File: config.mk
export PLATFORM = sky130hd
export DESIGN_NAME = pl_hazard_unit
export DESIGN_NICKNAME = d
export VERILOG_FILES = /design/src/rtl/pl_pkg.sv /design/src/rtl/pl_fwd_sel.sv /design/src/rtl/pl_hazard_unit.sv
export SDC_FILE = /design/constraint.sdc
export NUM_CORES = 1
export LEC_CHECK = 0
export CAP_MARGIN = 25
export CORE_MARGIN = 5
export CORE_UTILIZATION = 55
export CTS_BUF_LIST = sky130_fd_sc_hd__clkbuf_4 sky130_fd_sc_hd__clkbuf_8
export DETAILED_ROUTE_END_ITERATION = 10
export PLACE_DENSITY = 0.86
export SYNTH_ARGS = -nofsm -noshare
export SYNTH_HDL_FRONTEND = slang
export SYNTH_SLANG_ARGS = --single-unit
File: constraint.sdc
create_clock -name i_clock -period 2.7 [get_ports i_clock]
set_clock_uncertainty 0.05 [all_clocks]
set_input_delay 0.27 -clock i_clock [delete_from_list [all_inputs] [get_ports i_clock]]
set_output_delay 0.27 -clock i_clock [all_outputs]
set_load 0.01 [all_outputs]
File: src/rtl/pl_pkg.sv
// Shared types for the pipeline hazard unit: forward-select codes, shadow entry, multiply FSM.
package pl_pkg;

    // Widest register address a shadow entry can hold; narrower REG_AW values are zero-extended.
    localparam int unsigned RN_W = 8;

    localparam int unsigned FW_REGFILE = 0;
    localparam int unsigned FW_EX      = 1;
    localparam int unsigned FW_MEM     = 2;
    localparam int unsigned FW_WB      = 3;

    typedef struct packed {
        logic            valid;
        logic            wreg;
        logic [RN_W-1:0] rn;
        logic            load;
    } shadow_entry_t;

    typedef enum logic {
        MulIdle = 1'b0,
        MulBusy = 1'b1
    } mul_state_e;

endpackage

File: src/rtl/pl_fwd_sel.sv
// Priority match of one source register against the shadow pipeline (lowest stage wins).
module pl_fwd_sel
    import pl_pkg::*;
#(
    parameter int unsigned REG_AW         = 5,
    parameter int unsigned FWD_STAGES     = 3,
    parameter int unsigned LOAD_RDY_STAGE = 2,
    parameter int unsigned SEL_W          = $clog2(FWD_STAGES + 1)
) (
    input  logic [REG_AW-1:0]                 i_src,
    input  logic                              i_use,
    input  shadow_entry_t [FWD_STAGES-1:0]    i_stage,
    output logic [SEL_W-1:0]                  o_sel,
    output logic                              o_ld,
    output logic                              o_load_use
);

    logic w_found;

    always_comb begin
        o_sel      = SEL_W'(FW_REGFILE);
        o_ld       = 1'b0;
        o_load_use = 1'b0;
        w_found    = 1'b0;
        // Index i holds stage i+1 (0 = EX).
        for (int i = 0; i < int'(FWD_STAGES); i++) begin
            if (!w_found && i_use && i_stage[i].valid && i_stage[i].wreg &&
                (i_stage[i].rn != '0) && (i_stage[i].rn == RN_W'(i_src))) begin
                w_found = 1'b1;
                if (i_stage[i].load && ((i + 1) < int'(LOAD_RDY_STAGE))) begin
                    o_load_use = 1'b1;
                end else begin
                    o_sel = SEL_W'(i + 1);
                    o_ld  = i_stage[i].load;
                end
            end
        end
    end

endmodule

File: src/rtl/pl_hazard_unit.sv
// Hazard detection and forwarding: shadow destination pipeline, load-use stall, multiply hold, flush.
// Optional HAZ_PERF_CNT_EN adds saturating stall-cycle and flush counters.
module pl_hazard_unit
    import pl_pkg::*;
#(
    parameter int unsigned REG_AW         = 5,
    parameter int unsigned FWD_STAGES     = 3,
    parameter int unsigned LOAD_RDY_STAGE = 2,
    parameter int unsigned MUL_LAT        = 4,
    parameter int unsigned SEL_W          = $clog2(FWD_STAGES + 1)
) (
    input  logic              i_clock,
    input  logic              i_resetn,
    input  logic              i_id_valid,
    input  logic [REG_AW-1:0] i_id_rs,
    input  logic [REG_AW-1:0] i_id_rt,
    input  logic              i_id_use_rs,
    input  logic              i_id_use_rt,
    input  logic              i_id_wreg,
    input  logic [REG_AW-1:0] i_id_rn,
    input  logic              i_id_load,
    input  logic              i_id_mul,
    input  logic              i_id_branch_taken,
    output logic              o_stall,
    output logic              o_bubble,
    output logic              o_flush_if,
    output logic [SEL_W-1:0]  o_fw_a,
    output logic [SEL_W-1:0]  o_fw_b,
    output logic              o_fw_a_ld,
    output logic              o_fw_b_ld
`ifdef HAZ_PERF_CNT_EN
    ,
    output logic [31:0]       o_stall_cycles,
    output logic [31:0]       o_flush_count
`endif
);

    localparam int unsigned CNT_W = (MUL_LAT > 1) ? $clog2(MUL_LAT) : 1;

    shadow_entry_t [FWD_STAGES-1:0] r_stage;
    shadow_entry_t [FWD_STAGES-1:0] w_stage_nxt;
    shadow_entry_t                  w_id_entry;
    mul_state_e                     r_mul_state;
    logic [CNT_W-1:0]               r_mul_cnt;

    logic w_busy;
    logic w_lu_a;
    logic w_lu_b;
    logic w_stall;
    logic w_flush;
    logic w_accept;

    pl_fwd_sel #(
        .REG_AW         (REG_AW),
        .FWD_STAGES     (FWD_STAGES),
        .LOAD_RDY_STAGE (LOAD_RDY_STAGE),
        .SEL_W          (SEL_W)
    ) u_fwd_a (
        .i_src      (i_id_rs),
        .i_use      (i_id_use_rs),
        .i_stage    (r_stage),
        .o_sel      (o_fw_a),
        .o_ld       (o_fw_a_ld),
        .o_load_use (w_lu_a)
    );

    pl_fwd_sel #(
        .REG_AW         (REG_AW),
        .FWD_STAGES     (FWD_STAGES),
        .LOAD_RDY_STAGE (LOAD_RDY_STAGE),
        .SEL_W          (SEL_W)
    ) u_fwd_b (
        .i_src      (i_id_rt),
        .i_use      (i_id_use_rt),
        .i_stage    (r_stage),
        .o_sel      (o_fw_b),
        .o_ld       (o_fw_b_ld),
        .o_load_use (w_lu_b)
    );

    assign w_busy     = (r_mul_state == MulBusy);
    assign w_stall    = w_busy | w_lu_a | w_lu_b;
    assign w_flush    = i_id_branch_taken & ~w_stall;
    assign w_accept   = i_id_valid & ~w_stall & ~w_flush;
    assign o_stall    = w_stall;
    assign o_bubble   = ~w_busy & (w_lu_a | w_lu_b);
    assign o_flush_if = w_flush;

    always_comb begin
        w_id_entry       = '0;
        w_id_entry.valid = 1'b1;
        w_id_entry.wreg  = i_id_wreg;
        w_id_entry.rn    = RN_W'(i_id_rn);
        w_id_entry.load  = i_id_load;
    end

    always_comb begin
        w_stage_nxt = '0;
        for (int i = 1; i < int'(FWD_STAGES); i++) begin
            w_stage_nxt[i] = r_stage[i-1];
        end
        // A busy multiply parks in EX and feeds empty slots into MEM behind it.
        if (w_busy) begin
            w_stage_nxt[0] = r_stage[0];
            w_stage_nxt[1] = '0;
        end else if (w_accept) begin
            w_stage_nxt[0] = w_id_entry;
        end
    end

    always_ff @(posedge i_clock or negedge i_resetn) begin
        if (!i_resetn) begin
            r_stage <= '0;
        end else begin
            r_stage <= w_stage_nxt;
        end
    end

    always_ff @(posedge i_clock or negedge i_resetn) begin
        if (!i_resetn) begin
            r_mul_state <= MulIdle;
            r_mul_cnt   <= '0;
        end else begin
            unique case (r_mul_state)
                MulIdle: begin
                    if (w_accept && i_id_mul && (MUL_LAT > 1)) begin
                        r_mul_cnt   <= CNT_W'(MUL_LAT - 1);
                        r_mul_state <= MulBusy;
                    end
                end
                MulBusy: begin
                    r_mul_cnt <= r_mul_cnt - 1'b1;
                    if (r_mul_cnt <= CNT_W'(1)) begin
                        r_mul_state <= MulIdle;
                    end
                end
                default: r_mul_state <= MulIdle;
            endcase
        end
    end

`ifdef HAZ_PERF_CNT_EN
    logic [31:0] r_stall_cycles;
    logic [31:0] r_flush_count;

    always_ff @(posedge i_clock or negedge i_resetn) begin
        if (!i_resetn) begin
            r_stall_cycles <= '0;
            r_flush_count  <= '0;
        end else begin
            if (w_stall && (r_stall_cycles != 32'hFFFF_FFFF)) begin
                r_stall_cycles <= r_stall_cycles + 32'd1;
            end
            if (w_flush && (r_flush_count != 32'hFFFF_FFFF)) begin
                r_flush_count <= r_flush_count + 32'd1;
            end
        end
    end

    assign o_stall_cycles = r_stall_cycles;
    assign o_flush_count  = r_flush_count;
`endif

endmodule

---- Word level (Yosys, flattened, before mapping) ----
Cells that the tools add are included.
W data, S select, Z words.
storage, ports and cells
  bits in registers ....................... 36
  output and inout bits ................... 9
cells by class
  $add $sub $neg .......................... 1
  order comparisons ....................... 1
  equal/unequal tests ..................... 7
  muxes and demuxes ....................... 25
  bitwise operators ....................... 10
  reductions and logical operators ........ 36
operator list
  cell                   number
  $eq A8 B5 Y1           6
  $logic_and A1 B1 Y1    29
  $reduce_bool A8 Y1     3
  $mux W11               2
  $mux W1                15
  $mux W2                6
  $and A1 B1 Y1          4
  $logic_not A1 Y1       4
  $pmux W2 S2            1
  $not A1 Y1             3
  $or A1 B1 Y1           3
  $le A2 B1 Y1 const B   1
  $ne A2 B1 Y1 const B   1
  $pmux W1 S2            1
  $sub A2 B1 Y2 const B  1

---- Longest topological paths before layout ----
Gate-level depths: netlist of the first run.
  depth in word-level cells ............... 19
  gate-level depth with buffers ........... 6
  depth with buffers taken out ............ 5

---- Cells and area by module ----
Synthesis of the first run repeated with hierarchy kept, for this count alone.
unflattened totals
  cells, all modules ...................... 154
  area total of the unflattened synthesis .. 1695.4 um2
by module, submodules not included
  module          times used  cells an instance  area an instance (um2)  sequential area each (um2)
  pl_hazard_unit  1           62                 929.6                   675.6
  pl_fwd_sel      2           46                 382.9                   0.0

---- Least setup slack after synthesis of the first run ----
No wires, ideal clock.
  path kind ............................... reg2out
  from .................................... register r_stage[4] (netlist bit)
  to ...................................... output o_flush_if
  arrival ................................. 1.672 ns
  slack ................................... 0.708 ns
  cell stages (with the launch flop) ...... 7
  buffers on the path ..................... 1
  path through ............................ dfrtp_1 or3_1 o311a_1 nand2_1 a21oi_2 buf_6 nor3b_1
between the ends
  cells in the longest elaborated chain, start to end .. 8
  elaborated cells between the ends (all ways) .. 13
  those cells by class .................... 2 x eq/ne; 2 x mux; 4 x bitwise; 5 x reduce/logical
ends and longest elaborated chain
  item                    line                   text
  from (decl)             pl_hazard_unit.sv:40   shadow_entry_t [FWD_STAGES-1:0] r_stage;
  from (signal assigned)  pl_hazard_unit.sv:115  r_stage <= w_stage_nxt;
  $reduce_bool A8 Y1      pl_fwd_sel.sv:28       (i_stage[i].rn != '0) && (i_stage[i].rn == RN_W'(i_src))) begin
  $logic_and A1 B1 Y1     pl_fwd_sel.sv:27       if (!w_found && i_use && i_stage[i].valid && i_stage[i].wreg &&
  $logic_and A1 B1 Y1     pl_fwd_sel.sv:28
  $mux W1                 pl_fwd_sel.sv:27
  $or A1 B1 Y1            pl_hazard_unit.sv:82   assign w_stall = w_busy | w_lu_a | w_lu_b;
  $or A1 B1 Y1 (*)        pl_hazard_unit.sv:82
  $not A1 Y1 (*)          pl_hazard_unit.sv:83   assign w_flush = i_id_branch_taken & ~w_stall;
  $and A1 B1 Y1 (*)       pl_hazard_unit.sv:83
  to (decl)               pl_hazard_unit.sv:26   output logic o_flush_if,
Mark *: on every way between the ends. The rest lies on a longest branch, timed or not.

---- Final worst setup path of the first run ----
  from .................................... input i_id_rt[0]
  to ...................................... output o_flush_if
between the ends
  cells in the longest elaborated chain, start to end .. 6
ends and longest elaborated chain
  item                 line                  text
  from (decl)          pl_hazard_unit.sv:16  input logic [REG_AW-1:0] i_id_rt,
  $eq A8 B5 Y1         pl_fwd_sel.sv:28
  $logic_and A1 B1 Y1  pl_fwd_sel.sv:28
  $mux W1              pl_fwd_sel.sv:27
  $or A1 B1 Y1         pl_hazard_unit.sv:82
  $not A1 Y1           pl_hazard_unit.sv:83
  $and A1 B1 Y1        pl_hazard_unit.sv:83
No other way between the ends.

==> flow_summary.yaml, run 1 <==
setup_path:
  reg2reg_slack_ns: 0.68
  crit_type: "in -> out"
  crit_fanout: 3
  crit_start: "i_id_rt[0]"
  reg2reg_from: "r_stage[3]$_DFFE_PN0N_"
  endpoint_kind: "output pin"
  crit_required_ns: 2.38
  start_kind: "input port"
  critPathArrivalTime_ns: 2.29
grt:
  grt_pass1_wl_um: 6299
  grt_max_degree: 30
  gr-total-overflow: 0
  grt_pass1_vias: 1313
  grt_usage: 0.1961
  antenna_found_initial: 0
power_and_ir_drop:
  power_density_nw_per_um2: 555.7
  combPwrFrac: 0.339
  power_leakage_nw: 0.9771
  p_switching_mw: 0.3792
  vdd_drop_max_mv: 0.6365
  clockPowerShare: 0.155
  p_int_mw: 0.7283
  switching_share: 0.3424
  seqPwrFrac: 0.505
die:
  core_area_um2: 2710
  rows: 19
  die_x_um: 62.60
  die_area_um2: 3918
  die_height_um: 62.60
  initial_core_util: 0.5614
  ios: 33
sta:
  final.setup.tns_ns: 0
  relSlewSlack: 0.6574
  tightest_slew_ns: 0.5139
  min_period_over_period: 0.9660
  hold_ws_ns: 0.2560
  setup_viol: 0
  fin_crit_ns: 2.608
  rsz0062_at_grt: "yes"
  fmax_ghz: 0.3834
  hold_violations: 0
  slew_violations: 0
status:
  status: "finished clean"
synth:
  ys.flop_type: "dfrtp_1"
  synth_cells: 148
  yosysSeqAreaShare: 0.4441
  synthesis.area_um2: 1521
  synth.avg_cell_area_um2: 10.28
  async_flop_share: 1.000
  ys_ff_latch: 27
  synth_fp_nets: 173
  synth_edf_count: 0
  ys_types: 31
  yosys_warnings: 0
clock_network:
  cts-root-buf: "clkbuf_4"
  cts_max_level: 1
  holdBufCountCts: 0
  cts.sinks: 27
  clk_pin_slew_worst_paths_ns: 0.15
  cts_tree: "done"
  clockBufferDepth: 2
  clk-insertion-delay-late_ns: 0.33
  numCtsBuffers: 3
layout:
  utilization: 0.7355
  final_common_cell: "dfrtp_1"
  diodes: 0
  layout_common_cells: "27 x dfrtp_1, 23 x clkdlybuf4s50_1, 17 x xnor2_1"
  drive_gt1_frac: 0.1399
  area_growth_pct: 31.00
  nets: 219
placed_design:
  hpwl_um: 2906
  place_congestion: 0.8195
  portBuffers: 32
routing:
  dr.pass1.iters: 4
  wl_per_cell_um: 16.49
  drt-initial-drc-count: 70
  postRouteWirelength_um: 3693
  vias: 1250
  ant_nets: 0
  drc: 0
  routed_via_density: 5.580
hold_path:
  hold_class: "in -> async"
job:
  maxCapViolCount: 0
[power by group through the flow]
stage	Clock, mW	Sequential (mW)	Combinational, mW
3_5_place_dp	0	0.568	0.374
5_1_grt	0.190	0.573	0.419
2_1_floorplan	0	0.549	0.245
4_1_cts	0.176	0.560	0.377
3_3_place_gp	0	0.561	0.354
6_report	0.172	0.560	0.376
[worst paths after layout]
kind	end	depth (start not counted)
setup / recovery	o_flush_if	10
min in group i_clock	r_stage[31]$_DFF_PN0_	0
hold / removal	r_stage[10]$_DFFE_PN0N_	2
setup reg to reg	r_stage[1]$_DFFE_PN0N_	6
max in group asynchronous	r_stage[20]$_DFF_PN0_	2
hold reg to reg	r_stage[31]$_DFF_PN0_	0
[metrics by stage]
stage	cell area [um^2]	std cells	setup slack [ns]	total power, mW
final	1993	224	0.09179	1.108
after floorplan	1521	148	0.7083	0.7935
after global routing	1993	224	-0.01664	1.182
after CTS	1982	223	-0.09933	1.113
after detailed placement	1952	219	-0.08798	0.9419
after global placement	1952	219	-0.05747	0.9147
[state kept, by name, summed over array words and instances (netlist names)]
register     count
r_mul_state      1
r_mul_cnt        2
r_stage         24
[timing repair]
| action | in CTS | in global routing |
|---|---|---|
| pin swaps | 2 | 2 |
| setup buffers | 0 | 1 |
| gates resized for setup | 10 | 2 |
| endpoints found under the setup margin | 9 | 1 |
[critical path: stages]
cell	delay (ns)
clkdlybuf4s50_1	0.44
buf_4	0.16
xor2_1	0.17
nor4_2	0.34
buf_4	0.17
nand3_1	0.08
a21oi_2	0.22
buf_4	0.14
nor3b_1	0.04
clkdlybuf4s15_1	0.25
[logic make-up after synthesis]
kind of cell	Yosys count	share of synthesized area
adder cells (fa/ha/maj)	1	0.008222
flip-flops	27	0.4441
buffers and inverters	15	0.04194
AND/OR/NAND/NOR	53	0.1859
AO/OA/AOI/OAI	18	0.1217
XOR/XNOR	31	0.1785
multiplexers	3	0.01974
[area by class of cell]
cell class / instances / area (um^2)
clock buffer: 3 / 22.52
tap: 31 / 38.79
clock inverter: 1 / 5.005
multi-input combinational: 106 / 794.5
timing repair buffer: 46 / 419.2
sequential: 27 / 675.6
inverter: 10 / 37.54
fill: 205 / 716.9
[cell usage after synthesis (4+ instances only)]
library cell / number / share of area
nand4_1: 5 / 0.021
nand2_1: 14 / 0.035
nor2_1: 4 / 0.0099
xor2_1: 14 / 0.081
nor2b_1: 9 / 0.037
inv_1: 10 / 0.025
o41ai_2: 5 / 0.053
dfrtp_1: 27 / 0.44
xnor2_1: 17 / 0.098
nand3_1: 5 / 0.016
nor4_1: 5 / 0.021
[routing by layer]
layer,global-route usage,part of all wire,vias to the layer above
li1,-,-,606
met1,0.2491,0.41,598
met2,0.3420,0.52,38
met3,0.03597,0.045,8
met4,0.04775,0.017,0
met5,0,0,-
Note: power is estimated with default switching activity, not from simulation.
==> inputs of run 2 (changes only) <==
--- a/config.mk
+++ b/config.mk
@@ -5,7 +5,6 @@
 export SDC_FILE = /design/constraint.sdc
 export NUM_CORES = 1
 export LEC_CHECK = 0
-export CAP_MARGIN = 25
 export CORE_MARGIN = 5
 export CORE_UTILIZATION = 55
 export CTS_BUF_LIST = sky130_fd_sc_hd__clkbuf_4 sky130_fd_sc_hd__clkbuf_8
==> results of run 2 <==
Final layout, timing and power as in run 1 (identical DEF).
==> inputs of run 3 (changes only) <==
--- a/config.mk
+++ b/config.mk
@@ -5,10 +5,12 @@
 export SDC_FILE = /design/constraint.sdc
 export NUM_CORES = 1
 export LEC_CHECK = 0
+export CORE_ASPECT_RATIO = 1.4
 export CORE_MARGIN = 5
 export CORE_UTILIZATION = 55
 export CTS_BUF_LIST = sky130_fd_sc_hd__clkbuf_4 sky130_fd_sc_hd__clkbuf_8
 export DETAILED_ROUTE_END_ITERATION = 10
+export GPL_TIMING_DRIVEN = 0
 export PLACE_DENSITY = 0.86
 export SYNTH_ARGS = -nofsm -noshare
 export SYNTH_HDL_FRONTEND = slang
==> run 3 against run 2 <==
  * Sequential share of layout area rose by 0.12 points
  * Sequential power rose by 1%
  * Design area rose by 0.38%
  * Combinational power barely moved
  * Cell count rose by 1.3%
  * Via count rose by 2.8%
  * Worst setup slack improved by 0.0028 ns
  * Die area rose by 0.38%
  * Sequential cell count did not move
  * First-iteration DRC count fell by 59%
  * Register-to-register slack got worse by 0.03 ns
  * Wire length rose by 0.65%
==> flow_summary.yaml, run 3 (same netlist as run 1, synthesis figures left out) <==
status:
  status: "finished clean"
job:
  maxCapViolCount: 0
layout:
  layout_common_cells: "23 x dfrtp_1, 22 x clkdlybuf4s50_1, 17 x xnor2_1, 14 x xor2_1, 13 x nand2_1"
  drive_gt1_frac: 0.1571
  final_common_cell: "dfrtp_1"
  area_growth_pct: 31.50
  multi_input_area_um2: 817.0
  top_regs: "r_stage: 24 flops, r_mul_cnt: 2 flops, r_mul_state: 1 flops"
  utilization: 0.7571
  fillCellCount: 193
  nets: 217
  register_area_um2: 680.7
  largest_register: "r_stage"
  largest_reg_flops: 24
  diodes: 0
grt:
  gr-total-overflow: 0
  grt_usage: 0.2036
  grt_pass1_wl_um: 6030
  antenna_found_initial: 0
  grt_pass1_vias: 1438
  grt_max_degree: 28
power_and_ir_drop:
  clockPowerShare: 0.160
  p_int_mw: 0.7376
  seqPwrFrac: 0.505
  power_leakage_nw: 0.9739
  power_density_nw_per_um2: 562.1
  combPwrFrac: 0.335
  p_switching_mw: 0.3870
  switching_share: 0.3441
  vdd_drop_max_mv: 0.5188
routing:
  dr.pass1.iters: 4
  postRouteWirelength_um: 3717
  drc: 0
  vias: 1285
  ant_nets: 0
  drt-initial-drc-count: 29
  routed_via_density: 5.661
  wl_per_cell_um: 16.37
die:
  die_x_um: 54.45
  core_area_um2: 2643
  rows: 22
  die_height_um: 72.23
  initial_core_util: 0.5758
  ios: 33
  die_area_um2: 3933
sta:
  fin_crit_ns: 2.605
  hold_violations: 0
  slew_violations: 0
  min_period_over_period: 0.9650
  fmax_ghz: 0.3838
  hold_ws_ns: 0.3710
  finalWorstSetupSlack_ns: 0.09461
  tightest_slew_ns: 1.171
  setup_viol: 0
  relSlewSlack: 0.2168
clock_network:
  clk_pin_slew_worst_paths_ns: 0.14
  clk-insertion-delay-late_ns: 0.32
  numCtsBuffers: 3
  clockBufferDepth: 2
  cts_max_level: 1
  cts.sinks: 27
  cts_tree: "done"
  cts-root-buf: "clkbuf_4"
placed_design:
  hpwl_um: 2876
  place_congestion: 0.8471
  portBuffers: 32
  preCtsSetupSlack_ns: -0.2896
setup_path:
  slowest_stage: "dfrtp_2"
  cpMostUsedCell: "nand4_1"
  critPathArrivalTime_ns: 2.29
  start_kind: "flop"
  crit_type: "reg -> out"
  crit_required_ns: 2.38
  crit_fanout: 4
  slowest_delay_ns: 0.45
  path_cells: "or3_1 -> o311a_1 -> nand4_1 -> buf_4 -> nand4_1 -> o21ai_0 -> dlygate4sd2_1"
  endpoint_kind: "output pin"
hold_path:
  hold_class: "reg -> reg"
-- run 3: power by group through the flow --
stage | Combinational (mW) | Sequential, mW | Clock (mW)
final | 0.376 | 0.568 | 0.180
after detailed placement | 0.361 | 0.575 | 0
after CTS | 0.367 | 0.567 | 0.180
after global placement | 0.341 | 0.567 | 0
after floorplan | 0.245 | 0.549 | 0
after global routing | 0.416 | 0.579 | 0.199
-- run 3: path summary, 6_finish.rpt --
kind | end | startpoint | slack, ns | cells past startpoint
min | r_stage[31]$_DFF_PN0_ | r_stage[20]$_DFF_PN0_ | 0.37 | 0
max reg2reg | r_mul_cnt[0]$_DFFE_PN0P_ | r_stage[4]$_DFFE_PN0N_ | 0.65 | 7
max | o_fw_a[0] | r_stage[4]$_DFFE_PN0N_ | 0.09 | 7
min in group asynchronous | r_mul_state$_DFF_PN0_ | i_resetn | 0.50 | 1
min reg2reg | r_stage[31]$_DFF_PN0_ | r_stage[20]$_DFF_PN0_ | 0.37 | 0
max in group asynchronous | r_stage[3]$_DFFE_PN0N_ | i_resetn | 1.32 | 1
-- run 3: stage by stage --
| step | setup TNS, ns | instance area (um^2) | instances | total power, mW |
|---|---|---|---|---|
| 5_1_grt | -0.04490 | 2001 | 227 | 1.194 |
| 4_1_cts | -0.2075 | 1937 | 221 | 1.114 |
| 3_5_place_dp | -0.8967 | 1887 | 216 | 0.9358 |
| 3_3_place_gp | -0.5794 | 1887 | 216 | 0.9086 |
| 6_report | 0 | 2001 | 227 | 1.125 |
| 2_1_floorplan | 0 | 1521 | 148 | 0.7935 |
-- run 3: timing repair --
action / 4_1_cts / 5_1_grt
resized for setup: 11 / 15
pin swaps: 1 / 7
hold buffers: 0 / 0
setup endpoints to repair: 9 / 5
setup buffers: 1 / 6
endpoints found under the hold margin: 0 / 0
cloned: 0 / 0
-- run 3: worst max-delay path, delay by kind of cell (launching register included) --
kind	cells	cell delay (ns)
AND/OR/NAND/NOR	3	0.64
flip-flops	1	0.45
AO/OA/AOI/OAI	2	0.45
buffers and inverters	2	0.42
-- run 3: area by class of cell --
class,instances,area share
buffer,5,0.01313
inverter,10,0.01876
tap,36,0.02251
multi-input combinational,106,0.4084
clock buffer,4,0.01501
sequential,27,0.3402
timing repair buffer,39,0.1820
-- run 3: per-layer routing --
metal,vias up,track usage,share of wire
li1,608,-,-
met1,610,0.2252,0.39
met2,53,0.3529,0.51
met3,14,0.04107,0.059
met4,0,0.1053,0.037
met5,-,0,0
